### config.mk
export PLATFORM = sky130hd
export DESIGN_NAME = i2c_bus_monitor
export DESIGN_NICKNAME = d
export VERILOG_FILES = /design/src/rtl/i2c_mon_pkg.sv /design/src/rtl/i2c_mon_fifo.sv /design/src/rtl/i2c_bus_monitor.sv
export SDC_FILE = /design/constraint.sdc
export NUM_CORES = 1
export LEC_CHECK = 0
export BUFFER_PORTS_ARGS = -buffer_cell sky130_fd_sc_hd__buf_2
export CAP_MARGIN = 10
export CORE_AREA = 10 10 87 164
export DETAILED_ROUTE_END_ITERATION = 10
export DIE_AREA = 0 0 97 174
export HOLD_SLACK_MARGIN = 0.08
export PLACE_DENSITY = 0.71
export SYNTH_ARGS = -nofsm -noshare
export SYNTH_HDL_FRONTEND = slang
export SYNTH_SLANG_ARGS = --single-unit
### constraint.sdc
create_clock -name clk_i -period 3.4 [get_ports clk_i]
set_clock_uncertainty 0.05 [all_clocks]
set_input_delay 0.51 -clock clk_i [delete_from_list [all_inputs] [get_ports clk_i]]
set_output_delay 0.51 -clock clk_i [all_outputs]
set_load 0.03 [all_outputs]
### src/rtl/i2c_mon_pkg.sv
// Shared types and constants for the passive I2C bus monitor.
package i2c_mon_pkg;

  localparam int   I2C_MON_REC_W = 11;
  localparam logic I2C_ACK       = 1'b0;
  localparam logic I2C_NACK      = 1'b1;

  typedef struct packed {
    logic [7:0] data;
    logic       ack;
    logic       is_addr;
    logic       restart;
  } i2c_mon_rec_t;

  typedef enum logic [1:0] {
    IDLE  = 2'd0,
    SHIFT = 2'd1,
    ACK   = 2'd2
  } i2c_mon_state_t;

endpackage

### src/rtl/i2c_mon_fifo.sv
// Synchronous record FIFO with occupancy count and sticky overflow flag.
module i2c_mon_fifo
  import i2c_mon_pkg::*;
#(
  parameter int DEPTH = 8
) (
  input  logic                       clk_i,
  input  logic                       rst_i,
  input  logic                       push_i,
  input  i2c_mon_rec_t               push_rec_i,
  input  logic                       pop_i,
  input  logic                       clear_ovf_i,
  output i2c_mon_rec_t               head_rec_o,
  output logic                       valid_o,
  output logic [$clog2(DEPTH):0]     count_o,
  output logic                       overflow_o
);

  localparam int PW = $clog2(DEPTH);
  localparam int CW = PW + 1;
  localparam logic [PW-1:0] PTR_ONE = PW'(1);
  localparam logic [CW-1:0] CNT_ONE = CW'(1);
  localparam logic [CW-1:0] CNT_FULL = CW'(DEPTH);

  i2c_mon_rec_t  mem_q [DEPTH];
  logic [PW-1:0] wr_ptr_q, rd_ptr_q;
  logic [CW-1:0] count_q, count_d;
  logic          ovf_q;
  logic          do_pop_s, do_push_s, drop_s;

  // Push and pop qualification; a pop frees the slot a full-level push needs.
  always_comb begin
    do_pop_s  = pop_i && (count_q != '0);
    do_push_s = push_i && ((count_q != CNT_FULL) || do_pop_s);
    drop_s    = push_i && !do_push_s;
    case ({do_push_s, do_pop_s})
      2'b10:   count_d = count_q + CNT_ONE;
      2'b01:   count_d = count_q - CNT_ONE;
      default: count_d = count_q;
    endcase
  end

  // Storage, pointers, count and sticky overflow (set wins over clear).
  always_ff @(posedge clk_i or negedge rst_i) begin
    if (!rst_i) begin
      for (int i = 0; i < DEPTH; i++) mem_q[i] <= '0;
      wr_ptr_q <= '0;
      rd_ptr_q <= '0;
      count_q  <= '0;
      ovf_q    <= 1'b0;
    end else begin
      if (do_push_s) begin
        mem_q[wr_ptr_q] <= push_rec_i;
        wr_ptr_q        <= wr_ptr_q + PTR_ONE;
      end
      if (do_pop_s) rd_ptr_q <= rd_ptr_q + PTR_ONE;
      count_q <= count_d;
      if (drop_s)           ovf_q <= 1'b1;
      else if (clear_ovf_i) ovf_q <= 1'b0;
      else                  ovf_q <= ovf_q;
    end
  end

  assign valid_o    = (count_q != '0);
  assign head_rec_o = valid_o ? mem_q[rd_ptr_q] : '0;
  assign count_o    = count_q;
  assign overflow_o = ovf_q;

endmodule

### src/rtl/i2c_bus_monitor.sv
// Passive I2C observer: sync/filter SCL and SDA, detect START/STOP, assemble
// byte+ACK records and queue them for a valid/ready consumer.
module i2c_bus_monitor
  import i2c_mon_pkg::*;
#(
  parameter int FIFO_DEPTH  = 8,
  parameter int SYNC_STAGES = 2,
  parameter int FILTER_LEN  = 3
) (
  input  logic                          clk_i,
  input  logic                          rst_i,
  input  logic                          enable_i,
  input  logic                          scl_i,
  input  logic                          sda_i,
  output logic                          rec_valid_o,
  input  logic                          rec_ready_i,
  output logic [7:0]                    rec_data_o,
  output logic                          rec_ack_o,
  output logic                          rec_is_addr_o,
  output logic                          rec_restart_o,
  output logic                          evt_start_o,
  output logic                          evt_stop_o,
  output logic                          bus_busy_o,
  output logic                          overflow_o,
  input  logic                          clear_ovf_i,
  output logic [$clog2(FIFO_DEPTH):0]   fifo_count_o
);

  localparam int FCW = $clog2(FILTER_LEN + 1);

  // Returns {filtered_next, count_next}: count runs while the sample disagrees.
  function automatic logic [FCW:0] filt_step(input logic s, input logic f,
                                             input logic [FCW-1:0] c);
    logic [FCW:0] r;
    if (s == f)                              r = {f, {FCW{1'b0}}};
    else if (c == FCW'(FILTER_LEN - 1))      r = {s, {FCW{1'b0}}};
    else                                     r = {f, c + FCW'(1)};
    return r;
  endfunction

  logic [SYNC_STAGES-1:0] scl_sync_q, sda_sync_q;
  logic [FCW-1:0]         scl_cnt_q, sda_cnt_q;
  logic                   scl_f_q, sda_f_q, scl_p_q, sda_p_q;
  logic [FCW:0]           scl_step_s, sda_step_s;
  logic                   start_s, stop_s, scl_rise_s;

  i2c_mon_state_t state_q, state_d;
  logic [2:0]     bit_cnt_q, bit_cnt_d;
  logic [7:0]     shift_q, shift_d;
  logic           is_addr_q, is_addr_d, restart_q, restart_d;
  logic           busy_q, busy_d, evt_start_q, evt_start_d, evt_stop_q, evt_stop_d;
  logic           push_q, push_d;
  i2c_mon_rec_t   rec_q, rec_d, head_s;

  assign scl_step_s = filt_step(scl_sync_q[SYNC_STAGES-1], scl_f_q, scl_cnt_q);
  assign sda_step_s = filt_step(sda_sync_q[SYNC_STAGES-1], sda_f_q, sda_cnt_q);

  // A condition needs SCL stable high; an SCL rise in the same cycle is data.
  assign start_s    = scl_p_q && scl_f_q &&  sda_p_q && !sda_f_q;
  assign stop_s     = scl_p_q && scl_f_q && !sda_p_q &&  sda_f_q;
  assign scl_rise_s = !scl_p_q && scl_f_q;

  // Transfer FSM next-state; STOP outranks START, disable outranks both.
  always_comb begin
    state_d     = state_q;
    bit_cnt_d   = bit_cnt_q;
    shift_d     = shift_q;
    is_addr_d   = is_addr_q;
    restart_d   = restart_q;
    busy_d      = busy_q;
    evt_start_d = 1'b0;
    evt_stop_d  = 1'b0;
    push_d      = 1'b0;
    rec_d       = rec_q;
    if (!enable_i) begin
      state_d = IDLE;
      busy_d  = 1'b0;
    end else if (stop_s) begin
      evt_stop_d = 1'b1;
      busy_d     = 1'b0;
      state_d    = IDLE;
    end else if (start_s) begin
      evt_start_d = 1'b1;
      busy_d      = 1'b1;
      is_addr_d   = 1'b1;
      restart_d   = (state_q != IDLE);
      bit_cnt_d   = 3'd0;
      state_d     = SHIFT;
    end else if (scl_rise_s) begin
      case (state_q)
        SHIFT: begin
          shift_d   = {shift_q[6:0], sda_f_q};
          bit_cnt_d = bit_cnt_q + 3'd1;
          state_d   = (bit_cnt_q == 3'd7) ? ACK : SHIFT;
        end
        ACK: begin
          push_d        = 1'b1;
          rec_d.data    = shift_q;
          rec_d.ack     = sda_f_q;
          rec_d.is_addr = is_addr_q;
          rec_d.restart = restart_q;
          is_addr_d     = 1'b0;
          restart_d     = 1'b0;
          bit_cnt_d     = 3'd0;
          state_d       = SHIFT;
        end
        default: state_d = state_q;
      endcase
    end else begin
      state_d = state_q;
    end
  end

  // Line conditioning, edge history and FSM registers; idle bus is all ones.
  always_ff @(posedge clk_i or negedge rst_i) begin
    if (!rst_i) begin
      scl_sync_q  <= '1;
      sda_sync_q  <= '1;
      scl_cnt_q   <= '0;
      sda_cnt_q   <= '0;
      scl_f_q     <= 1'b1;
      sda_f_q     <= 1'b1;
      scl_p_q     <= 1'b1;
      sda_p_q     <= 1'b1;
      state_q     <= IDLE;
      bit_cnt_q   <= 3'd0;
      shift_q     <= 8'h00;
      is_addr_q   <= 1'b0;
      restart_q   <= 1'b0;
      busy_q      <= 1'b0;
      evt_start_q <= 1'b0;
      evt_stop_q  <= 1'b0;
      push_q      <= 1'b0;
      rec_q       <= '0;
    end else begin
      scl_sync_q  <= {scl_sync_q[SYNC_STAGES-2:0], scl_i};
      sda_sync_q  <= {sda_sync_q[SYNC_STAGES-2:0], sda_i};
      {scl_f_q, scl_cnt_q} <= scl_step_s;
      {sda_f_q, sda_cnt_q} <= sda_step_s;
      scl_p_q     <= scl_f_q;
      sda_p_q     <= sda_f_q;
      state_q     <= state_d;
      bit_cnt_q   <= bit_cnt_d;
      shift_q     <= shift_d;
      is_addr_q   <= is_addr_d;
      restart_q   <= restart_d;
      busy_q      <= busy_d;
      evt_start_q <= evt_start_d;
      evt_stop_q  <= evt_stop_d;
      push_q      <= push_d;
      rec_q       <= rec_d;
    end
  end

  i2c_mon_fifo #(.DEPTH(FIFO_DEPTH)) u_fifo (
    .clk_i       (clk_i),
    .rst_i       (rst_i),
    .push_i      (push_q),
    .push_rec_i  (rec_q),
    .pop_i       (rec_ready_i),
    .clear_ovf_i (clear_ovf_i),
    .head_rec_o  (head_s),
    .valid_o     (rec_valid_o),
    .count_o     (fifo_count_o),
    .overflow_o  (overflow_o)
  );

  assign rec_data_o    = head_s.data;
  assign rec_ack_o     = head_s.ack;
  assign rec_is_addr_o = head_s.is_addr;
  assign rec_restart_o = head_s.restart;
  assign evt_start_o   = evt_start_q;
  assign evt_stop_o    = evt_stop_q;
  assign bus_busy_o    = busy_q;

endmodule
==> flow_summary.toml, run 1 <==
[run_status]
status = "finished, final reports clean"

[critical_path]
arrival_ns = 2.27
crit_path_end_kind = "primary output"
timing.rr.end = "u_fifo.count_o[2]"
crit_required_ns = 2.84
reg2reg_from = "u_fifo.count_o[2]"
r2r_cells = 12
start_kind = "flip-flop"
r2r_setup_slack_ns = 0.90
crit_path_start = "u_fifo.count_o[2]"
path_max_fanout = 15
critical_path_class = "flip-flop to primary output"

[min_path]
min-delay-start = "scl_i"
hp-class = "input pin to flip-flop"
whs_path_depth = 1
worstHoldEndpoint = "scl_sync_q[0]"

[cts]
clock_path_buffers = 2
clkSinkCount = 141
clk_latency_ns = 0.41
numCtsBuffers = 17
cts_root_buf = "clkbuf_16"
htree_levels = 4
cts_tree = "built"
path_clk_slew_ns = 0.06

[route]
detail_route.wirelength_um = 12660
vias = 3612
ant_nets = 0
dr.pass1.iters = 4
drtIter0Drc = 183
drc = 0
via_per_inst = 5.864
wl_per_cell_um = 20.56

[pwr]
ir_worst_vdd_v = 0.0006289
p_leak_nw = 3.467
finalPower_mw = 3.898
p_per_area_mw_per_mm2 = 545.2

[timing]
finalSetupViolations = 0
period_minus_slack_ns = 2.835
rsz0062_at_grt = "false"
hold_viol = 0
drv_slew = 0
tightest_slew_ns = 0.8551
fmaxAchievable_mhz = 352.8
slew_headroom_pct = 42.84
fin_crit_sh_pct = 83.38
whs_ns = 0.1439
fin_ws_ns = 0.5652
fin_setup_tns_ns = 0

[placed_design]
port_buffers = 26
routabilityCongestion = 0.7727
dpl_worst_slack_ns = 0.9073
hpwlAfterDp_um = 8518

[cells_and_area]
fin_util_pct = 61.10
syn_to_final_growth_pct = 14.07
nets = 472
final_common_cell = "dfrtp_1"
diodes = 0
fillers = 906
drive_gt1_share_pct = 47.13
multiInputGateArea_mm2 = 0.002537
layout_common_cells = "133 x dfrtp_1, 112 x mux2_2, 25 x buf_2"
seqCellArea_mm2 = 0.003538

[floorplanning]
die-height_um = 174
core_mm2 = 0.01170
ios = 27
die_x_um = 97
start_util_pct = 53.56
rows = 56
die-area_mm2 = 0.01688

[synthesis]
seq_area_frac_synth_pct = 56.46
ys_ff_latch = 141
async_flop_share_pct = 100.0
synth_top_area_share_pct = 53.10
synth_nets = 433
yosysUniqueCellTypes = 41
synth_flop_cell = "dfrtp_1"
syn_inst = 419
synth_edf_count = 0
synth_top_area_cell = "dfrtp_1"
synth_top_cells_by_area = "dfrtp_1 53%, mux2_2 20%, mux4_2 7.9%"
synth.avg_cell_area_um2 = 14.96
netlist_area_mm2 = 0.006267
synth_warnings = 0

[run]
drv_cap = 0

[global_routing]
grt_util_all_layers_pct = 15.43
grt_max_degree = 55
grt_pass1_wl_um = 20910
grt.overflow.total = 0
grt_pass1_vias = 4005
antenna_found_initial = 0
[how the worst max path moves through the flow]
stage | endpoint | slack (ns) | depth (start not counted)
3_5_place_dp | u_fifo.count_o[2] | 0.91 | 12
6_report | rec_data_o[1] | 0.57 | 6
5_1_grt | rec_data_o[1] | 0.37 | 6
2_1_floorplan | rec_ack_o | 1.02 | 5
3_3_place_gp | rec_data_o[4] | 0.99 | 6
4_1_cts | rec_data_o[1] | 0.56 | 6
[layer usage]
| metal | GRT usage (%) | wire length [µm] |
|---|---|---|
| met5 | 0 | 0 |
| met4 | 6.799 | 366 |
| met1 | 16.26 | 4852 |
| met3 | 4.408 | 453 |
| met2 | 27.60 | 6990 |
[worst max-delay path: stages, from the launching register on]
cell      delay [ns]
dfrtp_1         0.44
nor3_2          0.27
nand2b_1        0.08
buf_4           0.20
nand2b_1        0.39
o21ai_0         0.24
buf_2           0.23
[flip-flops by register name, indices dropped and copies added, names as in the netlist, 3 cells and up]
register and count:
u_fifo.mem_q 88, rec_q 11, shift_q 8, u_fifo.count_o 4
bit_cnt_q 3, u_fifo.rd_ptr_q 3, u_fifo.wr_ptr_q 3
[per-stage QoR]
| step | std cells | area (µm²) |
|---|---|---|
| 3_3_place_gp | 583 | 6551 |
| 5_1_grt | 616 | 7149 |
| 6_report | 616 | 7149 |
| 2_1_floorplan | 419 | 6267 |
| 3_5_place_dp | 583 | 6551 |
| 4_1_cts | 616 | 7149 |
[repair_timing]
item,4_1_cts,5_1_grt
hold buffers,1,0
buffers inserted,0,0
endpoints found under the hold margin,51,0
gates resized for setup,0,0
[cell usage after synthesis (5+ instances only)]
cell,number
dfstp_2,8
mux4_2,22
dfrtp_1,133
inv_1,16
xnor2_1,7
clkbuf_1,6
mux2_2,112
xor2_1,5
o21ai_0,17
nand2_1,10
nand3_1,16
ha_1,7
buf_4,6
[area by class of cell]
class	instances	share of cell area [%]
Tap cell	145	2.538
Clock buffer	17	5.950
Inverter	16	0.8400
Sequential cell	141	49.49
Timing Repair Buffer	40	3.413
Multi-Input combinational cell	242	35.49
Clock inverter	15	2.275
[report_power, final]
group | switching, mW | total, mW | leakage (nW) | internal (mW)
logic | 0.113 | 0.215 | 1.25 | 0.102
registers | 0.0876 | 1.87 | 1.93 | 1.78
clock network | 0.721 | 1.81 | 0.281 | 1.09
[cell families after synthesis]
family / Yosys count / synth area share (%)
xor gates and xnor gates: 12 / 1.677
AOI/OAI and AO/OA: 26 / 2.456
muxes: 135 / 28.21
and+or+nand+nor: 62 / 6.748
DFF: 141 / 56.46
adders and majority gates: 7 / 1.397
buffers and inverters: 36 / 3.054
No activity file was read; power rests on OpenSTA's default activity.
==> run 2: changes to the inputs <==
--- a/config.mk
+++ b/config.mk
@@ -11,7 +11,7 @@
 export DETAILED_ROUTE_END_ITERATION = 10
 export DIE_AREA = 0 0 97 174
 export HOLD_SLACK_MARGIN = 0.08
-export PLACE_DENSITY = 0.71
+export PLACE_DENSITY = 0.74
 export SYNTH_ARGS = -nofsm -noshare
 export SYNTH_HDL_FRONTEND = slang
 export SYNTH_SLANG_ARGS = --single-unit
==> constraint.sdc (replaced) <==
create_clock -name clk_i -period 2.6 [get_ports clk_i]
set_clock_uncertainty 0.05 [all_clocks]
set_input_delay 0.39 -clock clk_i [delete_from_list [all_inputs] [get_ports clk_i]]
set_output_delay 0.39 -clock clk_i [all_outputs]
set_load 0.03 [all_outputs]
==> run 2 against run 1 <==
  * Clock power up 45%
  * Highest routed layer unchanged
  * Final cell count up 0.81%
  * Wire length about the same
  * Worst setup slack worse by 0.43 ns
  * Global-route usage up 0.18 points
  * First-iteration DRC count down 25%
  * Via count down 0.17%
  * Critical path depth unchanged
  * Critical endpoint is now rec_data_o[2]
  * Total power up 38%
==> flow_summary.toml, run 2 (same netlist as run 1, synthesis figures left out) <==
[run_status]
status = "finished, final reports clean"

[critical_path]
crit_required_ns = 2.16
reg2reg_from = "u_fifo.count_o[2]"
start_kind = "flip-flop"
crit_path_end_kind = "primary output"
path_max_fanout = 14
r2r_setup_slack_ns = 0.21
arrival_ns = 2.02
r2r_cells = 10
timing.rr.end = "u_fifo.count_o[2]"
critical_path_class = "flip-flop to primary output"

[global_routing]
grt_pass1_vias = 3986
grt_pass1_wl_um = 21060
grt_max_degree = 76
use_met3_pct = 4.051
grt.overflow.total = 0
grt_util_met2_pct = 27.55
grt_util_all_layers_pct = 15.61
antenna_found_initial = 0
grt_busiest_layer = "met2"
grtUsageMet1_pct = 16.49

[pwr]
p_int_mw = 4.181
combinationalPowerShare_pct = 5.4
clockPowerShare_pct = 49.1
p_leak_nw = 3.516
ir_worst_vdd_v = 0.0007144
p_per_area_mw_per_mm2 = 736.8
finalPower_mw = 5.364
switchingPower_mw = 1.183
power.share.switching_pct = 22.05
seqPwrFrac_pct = 45.6

[cells_and_area]
diodes = 0
nets = 477
drive_gt1_share_pct = 47.06
final_cell_area_mm2 = 0.007279
fin_util_pct = 62.21
largest_register = "u_fifo.mem_q"
syn_to_final_growth_pct = 16.15
largestRegisters = "u_fifo.mem_q (88), rec_q (11), shift_q (8)"
layout_common_cells = "133 x dfrtp_1, 112 x mux2_2, 25 x buf_2"
final_common_cell = "dfrtp_1"
fillers = 824
largest_reg_flops = 88

[route]
vias = 3606
via_per_inst = 5.807
dr.pass1.iters = 4
wl_per_cell_um = 20.40
detail_route.wirelength_um = 12670
drc = 0
ant_nets = 0
drtIter0Drc = 138

[cts]
clk_latency_ns = 0.42
htree_levels = 4
cts_root_buf = "clkbuf_16"
cts_tree = "built"
numCtsBuffers = 17
path_clk_slew_ns = 0.07
clkSinkCount = 141
clock_path_buffers = 2

[timing]
period_minus_slack_ns = 2.463
hold_viol = 0
finalSetupViolations = 0
slew_headroom_pct = 53.46
fmaxAchievable_mhz = 406.0
fin_setup_tns_ns = 0
tightest_slew_ns = 0.6981
drv_slew = 0
fin_ws_ns = 0.1369
rsz0062_at_grt = "false"
fin_crit_sh_pct = 94.74

[placed_design]
port_buffers = 26
routabilityCongestion = 0.8521
dpl_worst_slack_ns = 0.1882
dpl_cell_area_mm2 = 0.006599
hpwlAfterDp_um = 8629

[floorplanning]
die-area_mm2 = 0.01688
die-height_um = 174
core_mm2 = 0.01170
start_util_pct = 53.56
rows = 56
ios = 27
die_x_um = 97

[run]
drv_cap = 0

[min_path]
min-delay-start = "clear_ovf_i"
whs_path_depth = 2
worstHoldEndpoint = "u_fifo.overflow_o"
hp-class = "input pin to flip-flop"
-- run 2: cell count changes in the layout (fill, tap and decap cells not counted) --
cell           change
dlygate4sd3_1      +2
clkbuf_1           +2
clkinv_2           -2
bufinv_16          +3
nand2_2            +1
buf_12             +2
buf_4              +1
clkinvlp_4         +1
nand2_1            -1
inv_6              -4
-- run 2: how the worst max path moves through the flow --
| stage | from | to | slack (ns) |
|---|---|---|---|
| floorplan | u_fifo.count_o[2] | u_fifo.count_o[2] | 0.25 |
| global placement | u_fifo.count_o[2] | u_fifo.count_o[2] | 0.27 |
| detailed placement | u_fifo.count_o[2] | u_fifo.count_o[2] | 0.19 |
| CTS | u_fifo.rd_ptr_q[0] | rec_ack_o | 0.12 |
| global route | u_fifo.count_o[2] | rec_restart_o | 0.005 |
| finish | u_fifo.count_o[2] | rec_data_o[2] | 0.14 |
-- run 2: layout make-up --
cell class / instances / area (µm²) / share of cell area, %
clock buffers: 19 / 432.9 / 5.947
multi-input cells: 242 / 2540 / 34.89
repair buffers: 45 / 311.5 / 4.280
inverters: 16 / 60.06 / 0.8250
clock inverters: 13 / 215.2 / 2.956
well taps: 145 / 181.4 / 2.492
flip-flops and latches: 141 / 3538 / 48.61
-- run 2: worst max-delay path: stages, from the launching register on --
cell	delay, ns
dfrtp_1	0.44
nor3_2	0.26
nand2b_1	0.10
buf_4	0.19
nand2b_1	0.26
o21ai_0	0.16
buf_2	0.20
-- run 2: power groups by stage --
stage                     registers (mW)  logic [mW]  clock network [mW]
after floorplan                     2.45       0.197                   0
after global placement              2.47       0.277                   0
after detailed placement            2.48       0.289                   0
after CTS                           2.45       0.295                2.68
after global routing                2.46       0.324                2.78
final                               2.44       0.288                2.63
-- run 2: routing by layer --
metal  part of all wire (%)  vias to the layer above
met5                      0                        -
met4                    3.2                        0
met3                    3.4                       25
met2                     54                       69
met1                     39                     1913
li1                       -                     1599
-- run 2: stage by stage --
step / hold WS (ns) / std cells
global route: 0.1254 / 621
floorplan: 0.04441 / 419
global placement: 0.2967 / 586
CTS: 0.09387 / 621
detailed placement: 0.2994 / 586
finish: 0.1009 / 621
-- run 2: repair_timing --
| action | CTS | global route |
|---|---|---|
| resized for setup | 0 | 1 |
| endpoints found under the hold margin | 69 | 0 |
| endpoints found under the setup margin | 0 | 1 |
| setup buffers | 0 | 0 |
| hold buffers | 3 | 0 |
==> run 3: changes to the inputs <==
--- a/config.mk
+++ b/config.mk
@@ -7,11 +7,14 @@
 export LEC_CHECK = 0
 export BUFFER_PORTS_ARGS = -buffer_cell sky130_fd_sc_hd__buf_2
 export CAP_MARGIN = 10
-export CORE_AREA = 10 10 87 164
+export CELL_PAD_IN_SITES_DETAIL_PLACEMENT = 1
+export CELL_PAD_IN_SITES_GLOBAL_PLACEMENT = 2
+export CORE_AREA = 10 10 99 188
 export DETAILED_ROUTE_END_ITERATION = 10
-export DIE_AREA = 0 0 97 174
+export DIE_AREA = 0 0 109 198
 export HOLD_SLACK_MARGIN = 0.08
-export PLACE_DENSITY = 0.74
+export PLACE_DENSITY_LB_ADDON = 0.1
+export SKIP_CTS_REPAIR_TIMING = 1
 export SYNTH_ARGS = -nofsm -noshare
 export SYNTH_HDL_FRONTEND = slang
 export SYNTH_SLANG_ARGS = --single-unit
==> run 3 against run 2 <==
  * Clock power shrank 6%
  * Count of clock-buffer cells in the layout unchanged
  * Critical endpoint is now rec_ack_o
  * Largest cell class unchanged
  * Core utilization decreased by 15 points
  * Via count is 0.17% higher
==> flow_summary.toml, run 3 (same netlist as run 1, synthesis figures left out) <==
[run_status]
status = "finished, final reports clean"

[cells_and_area]
syn_to_final_growth_pct = 17.59
drive_gt1_share_pct = 48.33
fillers = 1585
largest_reg_flops = 88
final_common_cell = "dfrtp_1"
layout_common_cells = "129 x dfrtp_1, 112 x mux2_2, 25 x buf_2"
seqCellArea_mm2 = 0.003543
multiInputGateArea_mm2 = 0.002544
largestRegisters = "u_fifo.mem_q (88), rec_q (11), shift_q (8)"
fin_util_pct = 46.95
largest_register = "u_fifo.mem_q"
nets = 481
diodes = 0

[cts]
clk_latency_ns = 0.42
clock_path_buffers = 2
cts_tree = "built"
path_clk_slew_ns = 0.07
htree_levels = 4
cts_root_buf = "clkbuf_16"
numCtsBuffers = 17
clkSinkCount = 141

[timing]
hold_viol = 0
fin_setup_tns_ns = 0
tightest_slew_ns = 0.5647
fin_crit_sh_pct = 96.75
finalSetupViolations = 0
fmaxAchievable_mhz = 397.6
slew_headroom_pct = 62.36
period_minus_slack_ns = 2.515
rsz0062_at_grt = "false"
drv_slew = 0
fin_ws_ns = 0.08462

[critical_path]
timing.rr.end = "u_fifo.count_o[2]"
r2r_setup_slack_ns = 0.27
crit_required_ns = 2.16
reg2reg_from = "u_fifo.count_o[2]"
crit_path_start = "u_fifo.rd_ptr_q[0]"
arrival_ns = 2.08
critical_path_class = "flip-flop to primary output"
crit_end = "rec_ack_o"
r2r_cells = 10
start_kind = "flip-flop"
path_max_fanout = 11
crit_path_end_kind = "primary output"

[floorplanning]
rows = 65
ios = 27
start_util_pct = 39.93
core_mm2 = 0.01570
die-height_um = 198
die_x_um = 109
die-area_mm2 = 0.02158

[route]
via_per_inst = 5.304
drc = 0
drtIter0Drc = 102
dr.pass1.iters = 4
detail_route.wirelength_um = 14350
vias = 3612
ant_nets = 0
wl_per_cell_um = 21.07

[placed_design]
port_buffers = 26
routabilityCongestion = 0.7227
hpwlAfterDp_um = 9458
dpl_worst_slack_ns = 0.1989

[pwr]
ir_worst_vdd_v = 0.0006918
finalPower_mw = 5.231
p_per_area_mw_per_mm2 = 709.8
p_leak_nw = 3.525

[run]
drv_cap = 0

[global_routing]
antenna_found_initial = 0
grt_pass1_wl_um = 22780
grt_pass1_vias = 4093
grt.overflow.total = 0
grt_max_degree = 58
grt_util_all_layers_pct = 13.99

[min_path]
hp-class = "input pin to flip-flop"
min-delay-start = "clear_ovf_i"
## run 3: cell count changes in the layout (fill, tap and decap cells not counted), sizes merged
cell | before | now
clkbuf | 19 | 20
inv | 17 | 18
clkinv | 3 | 4
bufinv | 5 | 3
buf | 42 | 45
## run 3: final cells by class
cell class / instances / share of cell area (%)
well taps: 201 / 3.413
clock inverters: 13 / 2.241
multi-input cells: 242 / 34.52
inverters: 16 / 0.8149
clock buffers: 19 / 6.010
flip-flops and latches: 141 / 48.08
repair buffers: 49 / 4.924
## run 3: worst min-delay path by stage
stage	endpoint	slack [ns]	depth (start not counted)
after CTS	u_fifo.rd_ptr_q[1]	-0.10	1
after global routing	u_fifo.overflow_o	0.11	2
after global placement	sda_sync_q[1]	0.30	0
after floorplan	bit_cnt_q[0]	0.04	0
final	u_fifo.overflow_o	0.11	2
after detailed placement	scl_sync_q[1]	0.30	0
## run 3: worst max-delay path, stage by stage, from the launching register on
cell and delay (ns):
dfrtp_2 0.50, buf_12 0.20, mux4_2 0.53, nand3_1 0.09, o21ai_0 0.12, buf_2 0.21
## run 3: through the flow
| stage | instances | cell area (µm²) | hold slack (ns) |
|---|---|---|---|
| floorplan | 419 | 6267 | 0.04441 |
| global placement | 645 | 6691 | 0.2985 |
| detailed placement | 645 | 6691 | 0.2994 |
| CTS | 677 | 7300 | -0.1021 |
| global route | 681 | 7370 | 0.1085 |
| finish | 681 | 7370 | 0.1062 |
## run 3: routing by layer
layer | up-vias | track usage [%] | share of wire [%]
met1 | 1936 | 15.28 | 39
met5 | - | 0 | 0
met2 | 48 | 25.41 | 57
met3 | 13 | 2.963 | 2.9
met4 | 0 | 5.155 | 1.5
li1 | 1615 | - | -
## run 3: report_power, final
group	internal, mW	switching [mW]
Sequential	2.33	0.124
Combinational	0.139	0.153
Clock	1.54	0.943
